### src/rtl/decoder_bus_arbiter.sv
// Round-robin arbiter driving a shared 2-to-4 active-low decoded select bus.
// Latency: grant visible one edge after REQ is sampled; one GAP cycle after each release.
// Backpressure: none; a grant ends when the owner drops REQ or after MAX_HOLD cycles.
module decoder_bus_arbiter #(
  parameter int MAX_HOLD = 8,
  parameter int CNT_W    = 8
) (
  input  logic       CLK,
  input  logic       RST_N,
  input  logic [0:3] REQ,
  output logic [0:3] GNT,
  output logic [0:3] SEL_N,
  output logic       X,
  output logic       Y,
  output logic       Z,
  output logic       BUSY
);

  typedef enum logic [1:0] {
    S_IDLE  = 2'd0,
    S_GRANT = 2'd1,
    S_GAP   = 2'd2
  } state_t;

  // Counter value during the last visible cycle of a maximum-length grant.
  localparam logic [CNT_W-1:0] HOLD_LAST = CNT_W'(MAX_HOLD - 1);

  state_t           state_q;
  logic [1:0]       owner_q;
  logic [1:0]       ptr_q;
  logic [CNT_W-1:0] cnt_q;
  logic [0:3]       gnt_q;
  logic             x_q;
  logic             y_q;
  logic             z_q;
  logic             busy_q;

  logic             found_d;
  logic [1:0]       pick_d;
  logic [0:3]       pick_gnt_d;
  logic             release_d;

  // Pick the first requester at or after the priority pointer, wrapping mod 4.
  always_comb begin
    found_d    = 1'b0;
    pick_d     = ptr_q;
    pick_gnt_d = '0;
    for (int k = 0; k < 4; k++) begin
      if (!found_d && REQ[ptr_q + 2'(k)]) begin
        found_d = 1'b1;
        pick_d  = ptr_q + 2'(k);
      end
    end
    pick_gnt_d[pick_d] = 1'b1;
  end

  // Owner ends its grant by dropping its request or by exhausting its hold budget.
  always_comb begin
    release_d = !REQ[owner_q] || (cnt_q == HOLD_LAST);
  end

  // Arbitration FSM; every output is a register so REQ never reaches a pin combinationally.
  always_ff @(posedge CLK or negedge RST_N) begin
    if (!RST_N) begin
      state_q <= S_IDLE;
      owner_q <= 2'd0;
      ptr_q   <= 2'd0;
      cnt_q   <= '0;
      gnt_q   <= '0;
      x_q     <= 1'b0;
      y_q     <= 1'b0;
      z_q     <= 1'b1;
      busy_q  <= 1'b0;
    end else begin
      case (state_q)
        S_GRANT: begin
          cnt_q <= cnt_q + 1'b1;
          if (release_d) begin
            // Moving the pointer past the owner keeps a persistent requester from starving others.
            state_q <= S_GAP;
            ptr_q   <= owner_q + 2'd1;
            gnt_q   <= '0;
            x_q     <= 1'b0;
            y_q     <= 1'b0;
            z_q     <= 1'b1;
            busy_q  <= 1'b1;
          end
        end
        default: begin
          // IDLE and GAP arbitrate identically; GAP only differs in having BUSY high.
          if (found_d) begin
            state_q <= S_GRANT;
            owner_q <= pick_d;
            cnt_q   <= '0;
            gnt_q   <= pick_gnt_d;
            x_q     <= pick_d[1];
            y_q     <= pick_d[0];
            z_q     <= 1'b0;
            busy_q  <= 1'b1;
          end else begin
            state_q <= S_IDLE;
            gnt_q   <= '0;
            x_q     <= 1'b0;
            y_q     <= 1'b0;
            z_q     <= 1'b1;
            busy_q  <= 1'b0;
          end
        end
      endcase
    end
  end

  assign GNT   = gnt_q;
  assign SEL_N = ~gnt_q;
  assign X     = x_q;
  assign Y     = y_q;
  assign Z     = z_q;
  assign BUSY  = busy_q;

endmodule

### config.mk
export PLATFORM = sky130hd
export DESIGN_NAME = decoder_bus_arbiter
export DESIGN_NICKNAME = d
export VERILOG_FILES = /design/src/rtl/decoder_bus_arbiter.sv
export SDC_FILE = /design/constraint.sdc
export NUM_CORES = 1
export LEC_CHECK = 0
export CAP_MARGIN = 20
export CORE_AREA = 2 2 52 54
export DETAILED_ROUTE_END_ITERATION = 16
export DIE_AREA = 0 0 54 56
export GPL_ROUTABILITY_DRIVEN = 0
export GPL_TIMING_DRIVEN = 1
export PLACE_DENSITY = 0.68
export SLEW_MARGIN = 20
export SYNTH_ARGS = -nofsm -noshare
export SYNTH_HDL_FRONTEND = slang
export SYNTH_SLANG_ARGS = --single-unit
### constraint.sdc
create_clock -name CLK -period 1.7 [get_ports CLK]
set_input_delay 0.34 -clock CLK [delete_from_list [all_inputs] [get_ports CLK]]
set_output_delay 0.34 -clock CLK [all_outputs]
set_load 0.01 [all_outputs]
# After elaboration in Yosys (flattened, before gate mapping)

Index checks and enable logic that the tools add are counted.

Input port bits: 6
RAM bits: 0
Register bits: 22
Memories kept: 0
Output and inout bits: 12
Bits in latches: 0
Logic and storage cells: 86
Memory bits (read-only): 0

Bitwise operators: 8
Eq/ne operators: 3
Shift operators: 0
Muxes and demuxes: 42
Order comparisons: 7
Add/sub/neg operators: 5
Reduce and logical (&&, ||, !) cells: 12
Divide/modulo/power cells: 0
$mul: 0

Operators with widths:

| cell                | count |
|---|---|
| $mux 1              | 26 |
| $ge 3x3->1 const B  | 6 |
| $not 2->3           | 6 |
| $mux 8              | 2 |
| $mux 4              | 3 |
| $bmux 1 s2          | 5 |
| $mux 2              | 5 |
| $add 8x1->8 const B | 1 |
| $eq 8x3->1 const B  | 1 |
| $add 2x1->2 const B | 2 |
| $add 2x2->2 const B | 2 |
| $logic_and 1x1->1   | 4 |
| $logic_not 1->1     | 4 |
| $not 4->4           | 1 |
| $reduce_and 2->1    | 2 |
| $lt 3x1->1 const B  | 1 |
| $demux 1 s2         | 1 |
| $eq 2x1->1 const B  | 1 |
| $ne 2x2->1 const B  | 1 |
| $reduce_bool 2->1   | 1 |
| $logic_or 1x1->1    | 1 |
| $not 1->1           | 1 |

# Depth between registers and ports, before layout

Depth after elaboration: 21
Mapped depth: 5
Depth with buffers taken out: 5

# Least setup slack after synthesis

OpenSTA, ideal clock, no wires.

Kind: reg2reg
Start: register cnt_q[4]
End: register ptr_q[1]
Period minus slack after synthesis: 1.754 ns
Buffers on the path: 0
Required time: 1.575 ns
Slack: -0.054 ns
Setup time: 0.125 ns
Arrival: 1.628 ns
Stages on the path, launching flop included: 5
Path through: dfrtp_1 or4_4 o31a_4 nor2_4 mux2_4

Longest elaborated chain between the ends: 3

Ends and longest elaborated chain:

| item                       | RTL line | source |
|---|---|---|
| start: declaration         | 31       | `logic [CNT_W-1:0] cnt_q;` |
| start signal: assignment   | 77       | `cnt_q <= cnt_q + 1'b1;` |
| $eq 8x3->1                 | 59       | `release_d = !REQ[owner_q] \|\| (cnt_q == HOLD_LAST);` |
| $logic_or 1x1->1           | 59       |  |
| $reduce_and 2->1 (no line) | n/a      |  |
| end signal: assignment     | 81       | `ptr_q <= owner_q + 2'd1;` |
| end: declaration           | 30       | `logic [1:0] ptr_q;` |

No other way between the ends.
A chain may end at the register's enable or synchronous reset.

# Final worst setup path

Ends and elaborated chain as after synthesis.

==> impl_metrics.json <==
{
  "hold_class": "input port to asynchronous set/reset pin",
  "clk_path_buf_depth": 2,
  "grt_pass1_vias": 918,
  "worst_pin_slew_ns": 0.405,
  "gr-total-overflow": 0,
  "vias_per_cell": 5.45,
  "clock_skew_ns": 0.00373,
  "drive_gt1_share_pct": 23.6,
  "first_iter_violations": 18,
  "final_hold_viol_count": 0,
  "crit_path_end_kind": "flop",
  "power_density_nw_per_um2": 1520,
  "grt_max_degree": 23,
  "final_cell_mix": "21 x dfrtp_1, 18 x buf_4, 14 x clkdlybuf4s50_1, 10 x nand2_1, 10 x o21ai_0",
  "cts_tree": "yes",
  "pwr-share-clk_pct": 12.9,
  "grt_use_met2_pct": 29.4,
  "die_area_um2": 3020,
  "syn_area_um2": 1070,
  "syn_area_per_cell_um2": 10.4,
  "dp_slack_ns": -0.310,
  "finalCoreUtilization_pct": 59.7,
  "rsz0062_at_grt": "true",
  "power.total_mw": 2.21,
  "fin_crit_sh_pct": 104,
  "syn_nets": 110,
  "area_growth_pct": 35.2,
  "p_sw_uw": 803,
  "core_um2": 2430,
  "relSlewSlack_pct": 73.0,
  "ys.flop_type": "dfrtp_1",
  "routedWlPerCell_um": 13.9,
  "setup_viol": 1,
  "swShare_pct": 36.3,
  "critical_path_required_ns": 1.90,
  "combPwrFrac_pct": 49.7,
  "clkSinkCount": 22,
  "synthArstFlopShare_pct": 100,
  "final_common_cell": "dfrtp_1",
  "status": "finished, violations left",
  "io_pins": 18,
  "synth-edff-count": 0,
  "drc": 0,
  "synthCells": 103,
  "reg2reg_depth": 4,
  "initial_core_util_pct": 44.1,
  "cp_max_fo": 5,
  "slew_violations": 0,
  "ir_drop_uv": 1070,
  "synth_top_family_by_area": "compound AO/OA/AOI/OAI gates",
  "cts_made_buffers": 3,
  "grt_use_met1_pct": 24.0,
  "r2r_slack_ns": -0.07,
  "seq_power_share_pct": 37.4,
  "grtUsageTotal_pct": 17.8,
  "clock_latency_ns": 0.31,
  "cap_viol_max_count": 0,
  "drt_wl_total_mm": 2.37,
  "fmax_mhz": 565,
  "clk_pin_slew_ns": 0.12,
  "drtAntennaViolNets": 0,
  "yosysSeqAreaShare_pct": 51.4,
  "antennaDiodeCount": 0,
  "internal_power_mw": 1.41,
  "grt_first_pass_wirelength_mm": 4.03,
  "die_w_um": 54,
  "place.detailed.hpwl_mm": 1.82,
  "rows": 18,
  "synth.area.mux_share_pct": 6.29,
  "synth_compound_area_share_pct": 19.8,
  "start_kind": "flop",
  "ys_seq_elements": 22,
  "post_synth_xor_area_fraction_pct": 0.816,
  "violations": "setup timing",
  "grt-busiest-layer": "met2",
  "first_pass_iters": 4,
  "antenna_found_initial": 0,
  "gr-usage-met3_pct": 1.88,
  "cp-startpoint": "cnt_q[4]",
  "portBuffers": 17,
  "htree_levels": 1,
  "num_vias": 927,
  "min_period_ns": 1.77,
  "crit_type": "flop to flop",
  "synth-simple-area-share_pct": 16.9,
  "final_nets": 148,
  "fin_ws_ns": -0.0684,
  "cp.arrival_ns": 1.97,
  "die_y_um": 56,
  "synthAdderAreaFrac_pct": 1.17,
  "leakagePower_nw": 0.693,
  "yosysUniqueCellTypes": 36,
  "r2r-start": "cnt_q[4]",
  "yosysWarnings": 0,
  "cts_root_buffer": "clkbuf_4"
}
==> routing by layer <==
metal / vias up / wire length [µm]
li1: 451 / -
met1: 458 / 1100
met2: 14 / 1170
met3: 4 / 67
met4: 0 / 33
met5: - / 0
==> per-stage QoR <==
step           area (µm²)  setup TNS [ns]  instances  hold WS (ns)
6_report             1450         -0.0684        170         0.368
3_5_place_dp         1400           -4.64        165         0.474
2_1_floorplan        1070         -0.0536        103        0.0444
5_1_grt              1450          -0.152        170         0.397
4_1_cts              1440         -0.0812        169         0.375
3_3_place_gp         1400           -4.07        165         0.480
==> power by group through the flow <==
stage	Combinational, mW	Sequential (mW)	Clock (mW)
global route	1.21	0.855	0.311
CTS	1.11	0.831	0.294
finish	1.10	0.828	0.286
global placement	1.09	0.833	0
detailed placement	1.12	0.843	0
floorplan	0.618	0.861	0
==> repair_timing <==
item / 4_1_cts / 5_1_grt
setup endpoints to repair: 5 / 11
buffers inserted: 0 / 1
hold buffers: 0 / 0
gates resized for setup: 1 / 3
pin swaps: 1 / 1
hold endpoints to repair: 0 / 0
==> cell usage after synthesis (2+ instances only) <==
master    instances  area (µm²)
dfrtp_1          21         526
o21ai_0          10        50.1
a22o_1            3        26.3
mux2i_1           3        30.0
o22ai_1           3        18.8
nand2_1          10        37.5
nand3_1           3        15.0
a21oi_1           3        15.0
a31oi_1           2        12.5
nor2b_1           2        12.5
a21o_1            3        22.5
inv_1             8        30.0
nor2_1            5        18.8
nand4_1           2        12.5
a211oi_1          2        15.0
nand2b_1          3        18.8
==> state kept, by name, summed over array words and instances, names as in the netlist, 2 cells and up <==
register / cells
state_q: 2
ptr_q: 2
cnt_q: 8
GNT: 4
owner_q: 2
==> final timing paths <==
check	endpoint
min reg2reg	X
max reg2reg	ptr_q[1]
min	ptr_q[0]
max in group asynchronous	Z
min in group CLK	X
max	ptr_q[1]
==> worst max-delay path, stage by stage (launching register included) <==
cell	delay [ns]
dfrtp_1	0.39
or4_4	0.53
o31a_4	0.32
nor2_4	0.11
mux2_4	0.30
==> final cells by class <==
class,instances,area (µm²)
inverter,8,30.0
clock buffer,4,36.3
timing repair buffer,35,309
tap,30,37.5
sequential,22,552
fill,215,981
multi-input combinational,71,487
==> cells by family after synthesis <==
kind of cell	Yosys count
simple gates	33
compound gates	31
flops	22
buf+inv	10
mux	5
xor+xnor	1
fa+ha+maj	1
Note: power is estimated with default switching activity, not from simulation.
